`config.mk`:
```
export PLATFORM = sky130hd
export DESIGN_NAME = sine_dds_source
export DESIGN_NICKNAME = d
export VERILOG_FILES = /design/src/rtl/sine_dds_pkg.sv /design/src/rtl/sine_quarter_lut.sv /design/src/rtl/sine_dds_source.sv
export SDC_FILE = /design/constraint.sdc
export NUM_CORES = 1
export LEC_CHECK = 0
export ABC_AREA = 1
export CAP_MARGIN = 20
export CORE_MARGIN = 2
export CORE_UTILIZATION = 55
export CTS_CLUSTER_DIAMETER = 30
export DETAILED_ROUTE_END_ITERATION = 7
export GPL_TIMING_DRIVEN = 0
export HOLD_SLACK_MARGIN = 0.05
export PLACE_DENSITY = 0.76
export RECOVER_POWER = 100
export SYNTH_ARGS = -nofsm -noshare
export SYNTH_HDL_FRONTEND = slang
export SYNTH_SLANG_ARGS = --single-unit
```
`constraint.sdc`:
```
create_clock -name clk -period 3 [get_ports clk]
set_input_delay 0.6 -clock clk [delete_from_list [all_inputs] [get_ports clk]]
set_output_delay 0.6 -clock clk [all_outputs]
set_load 0.02 [all_outputs]
```
`src/rtl/sine_dds_pkg.sv`:
```
// sine_dds_pkg: shared constants, quadrant type and quarter-wave magnitude table
package sine_dds_pkg;

    localparam int DATA_W    = 12;
    localparam int MIDSCALE  = 2048;
    localparam int LUT_DEPTH = 256;
    localparam int MAG_W     = 11;

    typedef enum logic [1:0] {Q0, Q1, Q2, Q3} quad_t;

    typedef logic [MAG_W-1:0] mag_rom_t [LUT_DEPTH];

    // Half-step offset keeps the folded wave symmetric about each quadrant edge
    function automatic mag_rom_t mag_rom_init();
        mag_rom_t t;
        for (int i = 0; i < LUT_DEPTH; i++)
            t[i] = MAG_W'($rtoi(2047.0 * $sin(3.14159265358979 / 2.0 * (real'(i) + 0.5) / real'(LUT_DEPTH)) + 0.5));
        return t;
    endfunction

endpackage

```
`src/rtl/sine_quarter_lut.sv`:
```
// sine_quarter_lut: synchronous quarter-wave magnitude ROM, one-cycle read latency
module sine_quarter_lut
    import sine_dds_pkg::*;
(
    input  logic                         clk,
    input  logic [$clog2(LUT_DEPTH)-1:0] addr,
    output logic [MAG_W-1:0]             mag
);

    localparam mag_rom_t ROM = mag_rom_init();

    always_ff @(posedge clk)
        mag <= ROM[addr];

endmodule

```
`src/rtl/sine_dds_source.sv`:
```
// sine_dds_source: DDS phase accumulator with quarter-wave folding feeding a 12-bit DAC
module sine_dds_source #(
    parameter int PHASE_W = 32,
    parameter int DATA_W  = 12,
    parameter int LUT_AW  = 8,
    parameter int DIV_W   = 16
) (
    input  logic               clk,
    input  logic               rst_n,
    input  logic               run,
    input  logic               sync,
    input  logic [PHASE_W-1:0] ftw,
    input  logic [DIV_W-1:0]   clk_div,
    output logic [DATA_W-1:0]  o_data,
    output logic               o_en
);

    import sine_dds_pkg::*;

    localparam logic [DATA_W-1:0] MID = DATA_W'(MIDSCALE);

    logic [DIV_W-1:0]    cnt;
    logic [PHASE_W-1:0]  phase;
    logic [LUT_AW+1:0]   s1_ph;
    logic                s1_v, s2_v, tick;
    quad_t               s1_q, s2_q;
    logic [LUT_AW-1:0]   idx, addr;
    logic [MAG_W-1:0]    mag;

    always_comb begin
        tick = run && cnt >= clk_div;
        s1_q = quad_t'(s1_ph[LUT_AW+1 -: 2]);
        idx  = s1_ph[LUT_AW-1:0];
        addr = (s1_q == Q1 || s1_q == Q3) ? ~idx : idx;
    end

    sine_quarter_lut u_lut (
        .clk  (clk),
        .addr (addr),
        .mag  (mag)
    );

    // sync outranks a same-cycle tick so no pre-sync phase can leak out
    always_ff @(posedge clk or negedge rst_n) begin
        if (!rst_n) begin
            cnt    <= '0;
            phase  <= '0;
            s1_ph  <= '0;
            s1_v   <= 1'b0;
            s2_v   <= 1'b0;
            s2_q   <= Q0;
            o_data <= MID;
            o_en   <= 1'b0;
        end else if (sync) begin
            cnt   <= '0;
            phase <= '0;
            s1_v  <= 1'b0;
            s2_v  <= 1'b0;
            o_en  <= 1'b0;
        end else begin
            cnt  <= (tick || !run) ? '0 : cnt + 1'b1;
            s1_v <= tick;
            s2_v <= s1_v;
            s2_q <= s1_q;
            o_en <= s2_v;
            if (tick) begin
                s1_ph <= phase[PHASE_W-1 -: LUT_AW+2];
                phase <= phase + ftw;
            end
            if (s2_v)
                o_data <= (s2_q == Q0 || s2_q == Q1) ? MID + DATA_W'(mag) : MID - DATA_W'(mag);
        end
    end

endmodule

```
==> results of run 1 <==
[layer usage]
layer | up-vias | part of all wire
met5 | - | 0
met4 | 0 | 0.029
met3 | 88 | 0.12
met2 | 663 | 0.43
met1 | 4851 | 0.42
li1 | 4997 | -
[state kept, by name, indices dropped and copies added (netlist names)]
signal,cells
phase,32
s2_q,1
cnt,16
s1_v,1
s2_v,1
s1_ph,10
u_lut.mag,11
o_en,1
o_data,12
[power by group]
group / internal [uW] / switching, uW
combinational: 119 / 146
clock: 592 / 552
sequential: 1150 / 3.46
[timing repair]
| item | 4_1_cts | 5_1_grt |
|---|---|---|
| endpoints found under the setup margin | 4 | 6 |
| resized for setup | 2 | 7 |
| hold buffers | 0 | 0 |
[Yosys cell counts, drive strengths merged (2+ instances only)]
master	instances	share of area
nor2	107	0.046
a31oi	6	0.0042
nor3b	4	0.0034
inv	200	0.084
a21o	2	0.0017
nand3	161	0.090
xnor2	20	0.022
nand4	12	0.0084
xor2	13	0.013
nand3b	8	0.0067
nor3	12	0.0067
or2	5	0.0035
a21oi	68	0.039
dfxtp	11	0.025
ha	63	0.088
o21ai	78	0.044
dfrtp	73	0.21
clkbuf	18	0.0076
and2	4	0.0028
o211ai	5	0.0042
nand2	616	0.26
o21bai	4	0.0034
buf	28	0.019
[logic make-up after synthesis]
family | Yosys count | synth area share
simple gates | 931 | 0.432
buf+inv | 247 | 0.111
compound gates | 166 | 0.0983
flops | 85 | 0.233
fa+ha+maj | 64 | 0.0907
xor+xnor | 33 | 0.0350
[worst min path at each step]
stage | start | end | slack [ns] | depth (start not counted)
final | s1_v$_DFF_PN0_ | s2_v$_DFF_PN0_ | 0.46 | 2
after global routing | s1_v$_DFF_PN0_ | s2_v$_DFF_PN0_ | 0.48 | 2
after CTS | rst_n | cnt[5]$_DFF_PN0_ | 0.16 | 1
after detailed placement | s1_v$_DFF_PN0_ | s2_v$_DFF_PN0_ | 0.45 | 2
after global placement | s1_v$_DFF_PN0_ | s2_v$_DFF_PN0_ | 0.44 | 2
after floorplan | rst_n | cnt[0]$_DFF_PN0_ | 0.30 | 0
[per-stage QoR]
stage	total power (uW)	util	std cells	setup WS, ns	instance area (sq um)
final	2560	0.639	1823	0.114	10200
after global routing	2650	0.639	1823	0.0225	10200
after CTS	2570	0.639	1823	0.0131	10100
after detailed placement	1440	0.620	1807	-0.179	9840
after global placement	1430	0.618	1806	-1.24	9820
after floorplan	1300	-	1526	0.785	8910
[worst max-delay path, stage by stage, from the launching register on]
cell and delay, ns:
dfrtp_2 0.47, inv_2 0.08, buf_4 0.15, nand2_1 0.07, nand2_2 0.26, ha_2 0.41
nand2_2 0.23, nand2_1 0.18, nand2_1 0.12, nand2_1 0.14, nand3_1 0.12, nand2_1 0.06
nor2_1 0.36, nor2_1 0.10, nand2_1 0.08
[cell type report]
class                           instances  area, sq um
Inverter                              201          754
Clock buffer                            9          225
Fill cell                            1510         5730
Clock inverter                          7         75.1
Buffer                                 46          234
Multi-Input combinational cell       1194         5860
Tap cell                              216          270
Timing Repair Buffer                   65          662
Sequential cell                        85         2070
==> flow_summary_export.csv, run 1 <==
group,metric,value,unit
power_and_ir_drop,power_density,252,nW/um^2
route,dr_total_vias,10600,
synth,yosysSeqAreaShare,0.233,
worst_setup_path,cp-startpoint,"s1_ph[8]$_DFFE_PN0P_",
global_route,grtUsageMet3,0.0849,
synth,syn_area,8910,sq um
die,die_w,131,um
sta,fmax,346,MHz
synth,yosys_warnings,0,
global_route,grt_pass1_wl,50.9,mm
synth,synthArstFlopShare,0.871,
die,rows,46,
sta,setup_tns,0,ns
hold_path,hold_path_class,"reg2reg",
finish,fin_nets,1718,
global_route,met1_usage,0.516,
worst_setup_path,crit_end,"u_lut.mag[1]$_DFF_P_",
global_route,first_global_vias,9684,
worst_setup_path,reg2reg_depth,14,
worst_setup_path,reg2reg_setup_slack,0.11,ns
die,die_h,131,um
route,viasPerCell,5.81,
global_route,track_usage,0.370,
placement,gp_congestion,1.05,
clocking,clk_latency,0.35,ns
power_and_ir_drop,p_leak,0.00568,uW
finish,final_common_cell,"nand2_1",
synth,synth_nets,1642,
finish,diodes,0,
synth,ys_types,43,
global_route,met2_usage,0.570,
sta,hold_viol,0,
clocking,cts_tree,"done",
clocking,htree_levels,3,
route,drc,0,
global_route,grt_max_degree,53,
run,maxCapViolations,0,
clocking,cts.sinks,85,
clocking,cts_buffers,9,
sta,relSlewSlack,0.0533,
route,detail-route-antenna-nets,0,
sta,finalCritPeriodShare,0.962,
worst_setup_path,endpoint_kind,"flop",
worst_setup_path,r2r_start,"s1_ph[8]$_DFFE_PN0P_",
die,fp.coreArea,15900,sq um
finish,final_cell_mix,"nand2_1, inv_1, nand3_1",
synth,synth.avg_cell_area,5.84,sq um
sta,holdWs,0.464,ns
synth,ys.flop_type,"dfrtp_1",
die,die_area,17200,sq um
die,pin_count,65,
route,wire_per_inst,17.8,um
synth,syn_inst,1526,
sta,skew,0.0162,ns
worst_setup_path,critPathRequiredTime,3.29,ns
sta,setup_viol,0,
sta,period_minus_slack,2.89,ns
global_route,globalRouteOverflowTotal,0,
worst_setup_path,arrival,3.18,ns
worst_setup_path,crit_type,"reg2reg",
worst_setup_path,worstPathMaxFanout,11,
clocking,root_buffer,"clkbuf_16",
global_route,antenna_found_initial,0,
global_route,busiest_layer,"met2",
status,status,"complete, no violations",
placement,numPortBuffers,64,
sta,worstMarginPinSlew,1.42,ns
sta,drv_slew,0,
placement,dpl.hpwl,25.1,mm
synth,ys_seq_elements,85,
route,firstDrtPassIters,6,
worst_setup_path,startpoint_type,"flop",
clocking,clockBufferDepth,2,
synth,synth-edff-count,0,
finish,layout-drive-gt1-share,0.0454,
finish,areaGrowthSynthToFinish,14.0,%
clocking,postCtsSetupRepairBufs,0,
sta,rsz0062_at_grt,"no",
clocking,clk_pin_slew,0.07,ns
worst_setup_path,rr_endpoint,"u_lut.mag[1]$_DFF_P_",
route,drtIter0Drc,1284,
die,start_util,0.561,
route,wl,32.4,mm
power_and_ir_drop,ir_drop,380,uV
(Power assumes the default switching activity.)
==> inputs of run 2 (changes only) <==
--- a/config.mk
+++ b/config.mk
@@ -9,12 +9,12 @@
 export CAP_MARGIN = 20
 export CORE_MARGIN = 2
 export CORE_UTILIZATION = 55
-export CTS_CLUSTER_DIAMETER = 30
 export DETAILED_ROUTE_END_ITERATION = 7
 export GPL_TIMING_DRIVEN = 0
 export HOLD_SLACK_MARGIN = 0.05
 export PLACE_DENSITY = 0.76
 export RECOVER_POWER = 100
+export SKIP_CTS_REPAIR_TIMING = 1
 export SYNTH_ARGS = -nofsm -noshare
 export SYNTH_HDL_FRONTEND = slang
 export SYNTH_SLANG_ARGS = --single-unit
==> constraint.sdc (replaced) <==
create_clock -name clk -period 3.6 [get_ports clk]
set_input_delay 0.72 -clock clk [delete_from_list [all_inputs] [get_ports clk]]
set_output_delay 0.72 -clock clk [all_outputs]
set_load 0.02 [all_outputs]
==> flow_summary_export.csv, run 2 (same netlist as run 1, synthesis figures left out) <==
group,metric,value,unit
worst_setup_path,critPathRequiredTime,3.89,ns
route,firstDrtPassIters,8,
sta,drv_slew,0,
global_route,first_global_vias,9684,
sta,period_minus_slack,3.46,ns
clocking,htree_levels,3,
finish,finish.utilization,0.636,
clocking,clk_latency,0.35,ns
sta,setup_viol,0,
worst_setup_path,worstPathMaxFanout,11,
placement,gp_congestion,1.05,
finish,diodes,0,
power_and_ir_drop,switching_share,0.274,
global_route,grt_max_degree,53,
finish,regMostFlops,"phase",
placement,numPortBuffers,64,
finish,biggestRegsByFlops,"phase: 32 flops, cnt: 16 flops, o_data: 12 flops",
worst_setup_path,crit_top_cell,"nand2_1",
global_route,globalRouteOverflowTotal,0,
route,wire_per_inst,17.8,um
finish,largest_register_ffs,32,
sta,hold_viol,0,
worst_setup_path,r2r_start,"s1_ph[8]$_DFFE_PN0P_",
power_and_ir_drop,switching_power,583,uW
route,dr_total_vias,10500,
worst_setup_path,arrival,3.75,ns
global_route,antenna_found_initial,0,
worst_setup_path,rr_endpoint,"u_lut.mag[1]$_DFF_P_",
run,maxCapViolations,0,
hold_path,hold_path_class,"reg2reg",
die,fp.coreArea,15900,sq um
worst_setup_path,slowest_stage,"ha_1",
route,drc,0,
placement,dpl.hpwl,25.1,mm
clocking,cts_buffers,9,
sta,skew,0.0154,ns
sta,rsz0062_at_grt,"no",
worst_setup_path,reg2reg_setup_slack,0.14,ns
worst_setup_path,crit_type,"reg2reg",
finish,fin_area,10100,sq um
power_and_ir_drop,p_leak,0.00567,uW
finish,final_cell_mix,"nand2_1, inv_1, nand3_1",
route,wl,32.5,mm
finish,areaGrowthSynthToFinish,13.5,%
power_and_ir_drop,power.internal,1550,uW
worst_setup_path,slowest_delay,0.58,ns
status,status,"complete, no violations",
hold_path,hold_end,"s2_v$_DFF_PN0_",
global_route,track_usage,0.370,
clocking,cts_tree,"done",
power_and_ir_drop,p_comb_frac,0.102,
hold_path,min_from,"s1_v$_DFF_PN0_",
sta,relSlewSlack,0.118,
power_and_ir_drop,ir_drop,317,uV
clocking,clockBufferDepth,2,
route,viasPerCell,5.77,
die,die_w,131,um
clocking,root_buffer,"clkbuf_16",
placement,postPlaceCellArea,9840,sq um
worst_setup_path,path_buf_inv,2,
hold_path,hold_depth,2,
die,start_util,0.561,
sta,setup_tns,0,ns
sta,worstMarginPinSlew,1.32,ns
worst_setup_path,startpoint_type,"flop",
route,detail-route-antenna-nets,0,
power_and_ir_drop,seqPwrFrac,0.451,
power_and_ir_drop,power_density,211,nW/um^2
finish,layout-drive-gt1-share,0.0386,
finish,fin_nets,1718,
worst_setup_path,path_cells,"inv_1 > buf_4 > nand2_1 > nand2_1 > ha_1 > nand2_1 > nand2_1 > nand2_1 > nand2_1 > nand3_1 > nand2_1 > nor2_1 > nor2_1 > nand2_1",
clocking,clk_pin_slew,0.07,ns
route,drtIter0Drc,1269,
clocking,cts.sinks,85,
global_route,grt_pass1_wl,50.9,mm
die,rows,46,
worst_setup_path,reg2reg_depth,14,
die,pin_count,65,
finish,final_common_cell,"nand2_1",
die,die_h,131,um
power_and_ir_drop,clkPwrFrac,0.447,
worst_setup_path,endpoint_kind,"flop",
sta,fmax,289,MHz
die,die_area,17200,sq um
worst_setup_path,critPathTopFamily,"simple AND/OR/NAND/NOR gates",
sta,finalCritPeriodShare,0.961,
sta,holdWs,0.464,ns
run 2: changes by cell type in the layout (fill, tap and decap cells not counted), sizes merged:
cell	change
dlygate4sd3	+1
clkdlybuf4s50	-1
clkbuf	+1
buf	-1
run 2: how the worst max path moves through the flow:
| stage | from | to | slack [ns] | cells after the start |
|---|---|---|---|---|
| after floorplan | s1_ph[8]$_DFFE_PN0P_ | u_lut.mag[0]$_DFF_P_ | 1.38 | 15 |
| after global placement | rst_n | phase[29]$_DFFE_PN0P_ | -0.76 | 1 |
| after detailed placement | clk_div[15] | phase[18]$_DFFE_PN0P_ | 0.36 | 11 |
| after CTS | s1_ph[8]$_DFFE_PN0P_ | u_lut.mag[1]$_DFF_P_ | 0.39 | 14 |
| after global routing | s1_ph[8]$_DFFE_PN0P_ | u_lut.mag[1]$_DFF_P_ | 0.12 | 14 |
| final | s1_ph[8]$_DFFE_PN0P_ | u_lut.mag[1]$_DFF_P_ | 0.14 | 14 |
run 2: per-layer routing:
metal | track usage | vias to the layer above | part of all wire
met1 | 0.516 | 4792 | 0.42
met4 | 0.117 | 0 | 0.027
met3 | 0.0849 | 77 | 0.11
li1 | - | 4992 | -
met5 | 0 | - | 0
met2 | 0.570 | 656 | 0.43
run 2: metrics by stage:
step,total power (uW),setup WS (ns),instances
after floorplan,1080,1.38,1526
after global placement,1190,-0.759,1806
after detailed placement,1200,0.362,1807
after CTS,2140,0.394,1823
after global routing,2200,0.115,1823
final,2130,0.140,1823
run 2: tightest hold or removal path, cell delays in order, from the launching register on:
cell     delay, ns
dfrtp_1       0.32
inv_1         0.04
nor2_1        0.07
run 2: layout make-up:
cell class | instances | area, sq um
Clock inverter | 7 | 75.1
Multi-Input combinational cell | 1194 | 5840
Tap cell | 216 | 270
Timing Repair Buffer | 65 | 639
Buffer | 46 | 231
Clock buffer | 9 | 225
Inverter | 201 | 754
Fill cell | 1517 | 5780
Sequential cell | 85 | 2070
run 2: power groups by stage:
stage          clock network [uW]  logic [uW]  registers [uW]
4_1_cts                       960         221             960
5_1_grt                      1000         241             960
6_report                      951         217             960
3_3_place_gp                    0         210             979
3_5_place_dp                    0         220             979
2_1_floorplan                   0         100             983
==> RTL change 1 (config.mk and constraints of run 1) <==
Set the parameter `DIV_W` to 24 (it was 16).
--- a/src/rtl/sine_dds_source.sv
+++ b/src/rtl/sine_dds_source.sv
@@ -3,7 +3,7 @@
     parameter int PHASE_W = 32,
     parameter int DATA_W  = 12,
     parameter int LUT_AW  = 8,
-    parameter int DIV_W   = 16
+    parameter int DIV_W   = 24
 ) (
     input  logic               clk,
     input  logic               rst_n,
Interface: changed (resized clk_div); port bits go from 65 to 73. The function was not compared with the original's and may differ.
==> RTL change 1 against run 1 <==
- cell area increased by 5.9%
- routed wire length increased by 2.2%
- synthesized area increased by 5.9%
- synthesized cell count about the same
- sequential cell count increased by 8
- fmax increased by 0.13%
- utilization increased by 0.47 points
- worst setup slack improved by 0.0036 ns
Power is not compared: it rests on default switching activity, and its combinational part moved more than twofold at a synthesized area within 25%.
==> RTL change 1: results <==
group,metric,value,unit
detailed_routing,wirelength,33.1,mm
final_layout,multi_input_area,6220,um^2
setup_path,path_max_fanout,12,
global_route,grt_pass1_vias,10000,
placement,port_buffers,71,
final_layout,nMultiInputCombCells,1215,
final_layout,clkCellAreaFrac,0.0297,
global_route,grt.total_usage,0.364,
detailed_routing,drtPass1Iterations,7,
detailed_routing,vias,10800,
final_layout,area_delta_synth_final,14.0,%
global_route,grt_max_degree,61,
logic_synthesis,synth_cell_types,44,
final_layout,buf_share,0.0960,
logic_synthesis,synth_area_leaders,"dfrtp_1 (21%), nand2_1 (21%), nand3_1 (11%)",
final_layout,fillers,1551,
floorplanning,die_w,135,um
detailed_routing,wl_per_cell,18.1,um
outcome,outcome,"complete, no violations",
final_layout,inv_count,170,
setup_path,ff2ff_path_depth,13,
logic_synthesis,async_flop_share,0.882,
placement,dp_hpwl,25.5,mm
placement,dp_slack,-0.244,ns
final_layout,buffers,119,
logic_synthesis,synth_nets,1657,
global_route,grt_use_met2,0.568,
final_layout,drive_gt1_frac,0.0564,
final_layout,top_regs,"phase x32, cnt x24, o_data x12",
clock_tree,cts_sinks,93,
detailed_routing,wl_met2,14.4,mm
final_layout,regArea,2270,um^2
logic_synthesis,synth_common_cells,"nand2_1 (516), nand3_1 (198), inv_1 (160)",
setup_path,worstPathArrival,3.12,ns
## RTL change 1: cell types whose count changed in the layout (fill, tap and decap cells not counted), moves of 6 or more
cell and delta:
nor2_1 +17, inv_1 -36, nor3_1 +8, nand3_1 +37, clkbuf_1 -6, nand2_1 -86
nand4_1 +10, o21ai_0 +6, buf_6 +8, ha_1 +9, clkdlybuf4s50_1 +6, dfrtp_1 +9
## RTL change 1: how the worst max path moves through the flow
stage	start	to	slack, ns	cells past startpoint
floorplan	clk_div[7]	phase[12]	0.91	13
global placement	rst_n	o_data[1]	-1.58	1
detailed placement	clk_div[17]	phase[16]	-0.24	12
CTS	clk_div[17]	phase[16]	0.12	12
global route	clk_div[17]	phase[12]	0.02	13
finish	s1_ph[8]	u_lut.mag[1]	0.12	13
## RTL change 1: logic make-up (layout without fill, tap and decap cells)
family / count (synthesis) / in the layout / synth area share
AND/OR/NAND/NOR: 926 / 926 / 0.421
flip-flops: 93 / 93 / 0.241
adder cells (fa/ha/maj): 72 / 72 / 0.0963
XOR/XNOR: 38 / 38 / 0.0401
buffers and inverters: 217 / 305 / 0.0995
AO/OA/AOI/OAI: 179 / 179 / 0.102
## RTL change 1: worst max-delay path: stages (launching register included)
cell and delay [ns]:
dfrtp_1 0.44, buf_6 0.20, nand2_1 0.10, nand2_2 0.21, ha_1 0.51, nand3_1 0.44, nand2_1 0.25, nand2_1 0.09
nand2_1 0.12, nand3_1 0.08, nand3_1 0.12, nand2_1 0.07, nand2_1 0.06, nand2_1 0.07
## RTL change 1: repair_timing
action / CTS / global route
setup buffers: 0 / 0
gates resized for setup: 0 / 2
endpoints found under the hold margin: 0 / 0
setup endpoints to repair: 0 / 7
## RTL change 1: power by group
part,switching (mW),internal (mW)
Clock,0.581,0.669
Sequential,0.0274,1.29
Combinational,0.768,0.384
Total,1.38,2.34
==> RTL change 2 (settings of run 1) <==
Without the edit above. Reset style: synchronous (`rst_n`), changed in one clocked block.
--- a/src/rtl/sine_dds_source.sv
+++ b/src/rtl/sine_dds_source.sv
@@ -41,7 +41,7 @@
     );
 
     // sync outranks a same-cycle tick so no pre-sync phase can leak out
-    always_ff @(posedge clk or negedge rst_n) begin
+    always_ff @(posedge clk) begin
         if (!rst_n) begin
             cnt    <= '0;
             phase  <= '0;
Check against the original RTL: differs if rst_n is asserted again (counterexample within 4 cycles, from zero or initial values and one cycle with rst_n low); with rst_n held inactive, the same outputs for 4 cycles.
==> RTL change 2 against run 1 <==
- routed wire length decreased by 9.0%
- cell area decreased by 3.2%
- total power decreased by 1.7%
- sequential share of layout area decreased by 3.1 points
- critical path type unchanged
- synthesized area decreased by 3.4%
- worst setup slack improved by 0.037 ns
- fmax increased by 1.3%
- synthesized cell count increased by 1.6%
- sequential cell count unchanged
- clock skew decreased by 0.0085 ns
==> RTL change 2: results <==
group,metric,value,unit
detailed_routing,routed_via_density,5.55,
final_layout,fillers,1554,
outcome,outcome,"complete, no violations",
detailed_routing,vias,10200,
setup_path,worstPathArrival,3.08,ns
global_route,grt.total_usage,0.360,
placement,place_congestion,1.07,
timing,timing.slew.headroom,0.304,
final_layout,num-nets-final,1741,
logic_synthesis,synth_cell_types,39,
logic_synthesis,syn_avg_cell_area,5.55,um^2
detailed_routing,wl_per_cell,16.0,um
power,net-switching-power,590,uW
global_route,grt_max_degree,15,
logic_synthesis,seq_area_frac_synth,0.198,
placement,placed_cell_area,9510,um^2
setup_path,path_max_fanout,12,
logic_synthesis,synth_common_cells,"nand2_1 (575), inv_1 (207), nor2_1 (157)",
timing,finalClockSkew,0.00773,ns
logic_synthesis,synth_area_leaders,"nand2_1 (25%), dfxtp_1 (20%), ha_1 (9.2%)",
logic_synthesis,synthFlopType,"dfxtp_1",
power,p_leak,5.39,nW
logic_synthesis,async_flop_share,0,
placement,dp_hpwl,22.5,mm
detailed_routing,drt_iter0_drc,1269,
final_layout,drive_gt1_frac,0.0399,
global_route,grt_pass1_vias,9492,
placement,dp_cells,1825,
RTL change 2: changes by cell type after synthesis, sizes merged, moves of 16 or more:
cell   change
nand2     -35
dfxtp     +74
dfrtp     -73
nor2      +56
o21ai     -16
a21oi     +21
RTL change 2: timing repair:
action / CTS / global route
hold buffers: 0 / 0
setup endpoints to repair: 0 / 7
resized for setup: 0 / 4
RTL change 2: layout make-up:
type,instances,share of cell area
multi-input cells,1207,0.600
plain buffers,44,0.0215
flip-flops and latches,85,0.173
repair buffers,64,0.0652
clock buffers,11,0.0257
inverters,214,0.0820
well taps,211,0.0269
clock inverters,4,0.00560
RTL change 2: critical path, cell delays in order, from the launching register on:
cell,delay (ns)
dfxtp_1,0.46
inv_2,0.05
buf_2,0.18
nand2_1,0.07
nand2_1,0.34
ha_1,0.45
inv_1,0.10
nand2_1,0.23
nand3_1,0.27
o21ai_1,0.10
nand2_1,0.07
nand3_1,0.08
nand2_1,0.13
nand2_1,0.06
nand2_1,0.05
nand2_1,0.07
RTL change 2: kinds of logic (layout without fill, tap and decap cells):
kind of cell / after synthesis / after routing / share of synthesized area
and+or+nand+nor: 935 / 935 / 0.446
buffers and inverters: 258 / 337 / 0.118
adders and majority gates: 64 / 64 / 0.0939
xor gates and xnor gates: 38 / 38 / 0.0404
AOI/OAI and AO/OA: 170 / 170 / 0.104
DFF: 85 / 85 / 0.198
RTL change 2: stage by stage:
step / hold slack [ns] / utilization
after floorplan: 0.394 / -
after global placement: 0.396 / 0.623
after detailed placement: 0.402 / 0.623
after CTS: 0.417 / 0.644
after global routing: 0.443 / 0.644
final: 0.413 / 0.644
RTL change 2: final timing paths:
path	startpoint	endpoint	slack [ns]	depth (start not counted)
worst max register to register	s1_ph[8]	u_lut.mag[4]	0.15	15
worst min register to register	s1_v	s2_v	0.41	2
worst min-delay path	s1_v	s2_v	0.41	2
worst max-delay path	s1_ph[8]	u_lut.mag[4]	0.15	15
RTL change 2: power groups by stage:
stage	clock (mW)	combinational (mW)	sequential [mW]
final	1.16	0.228	1.13
after floorplan	0	0.119	1.16
after detailed placement	0	0.225	1.16
after global routing	1.22	0.255	1.13
after global placement	0	0.221	1.16
after CTS	1.18	0.227	1.13
RTL change 2: metal layers:
metal  global-route usage  vias to the layer above  share of wire
met3               0.0541                      131          0.081
met2                0.616                      532           0.47
met4                0.178                        0          0.050
li1                     -                     5022              -
met5                    0                        -              0
met1                0.440                     4533           0.39
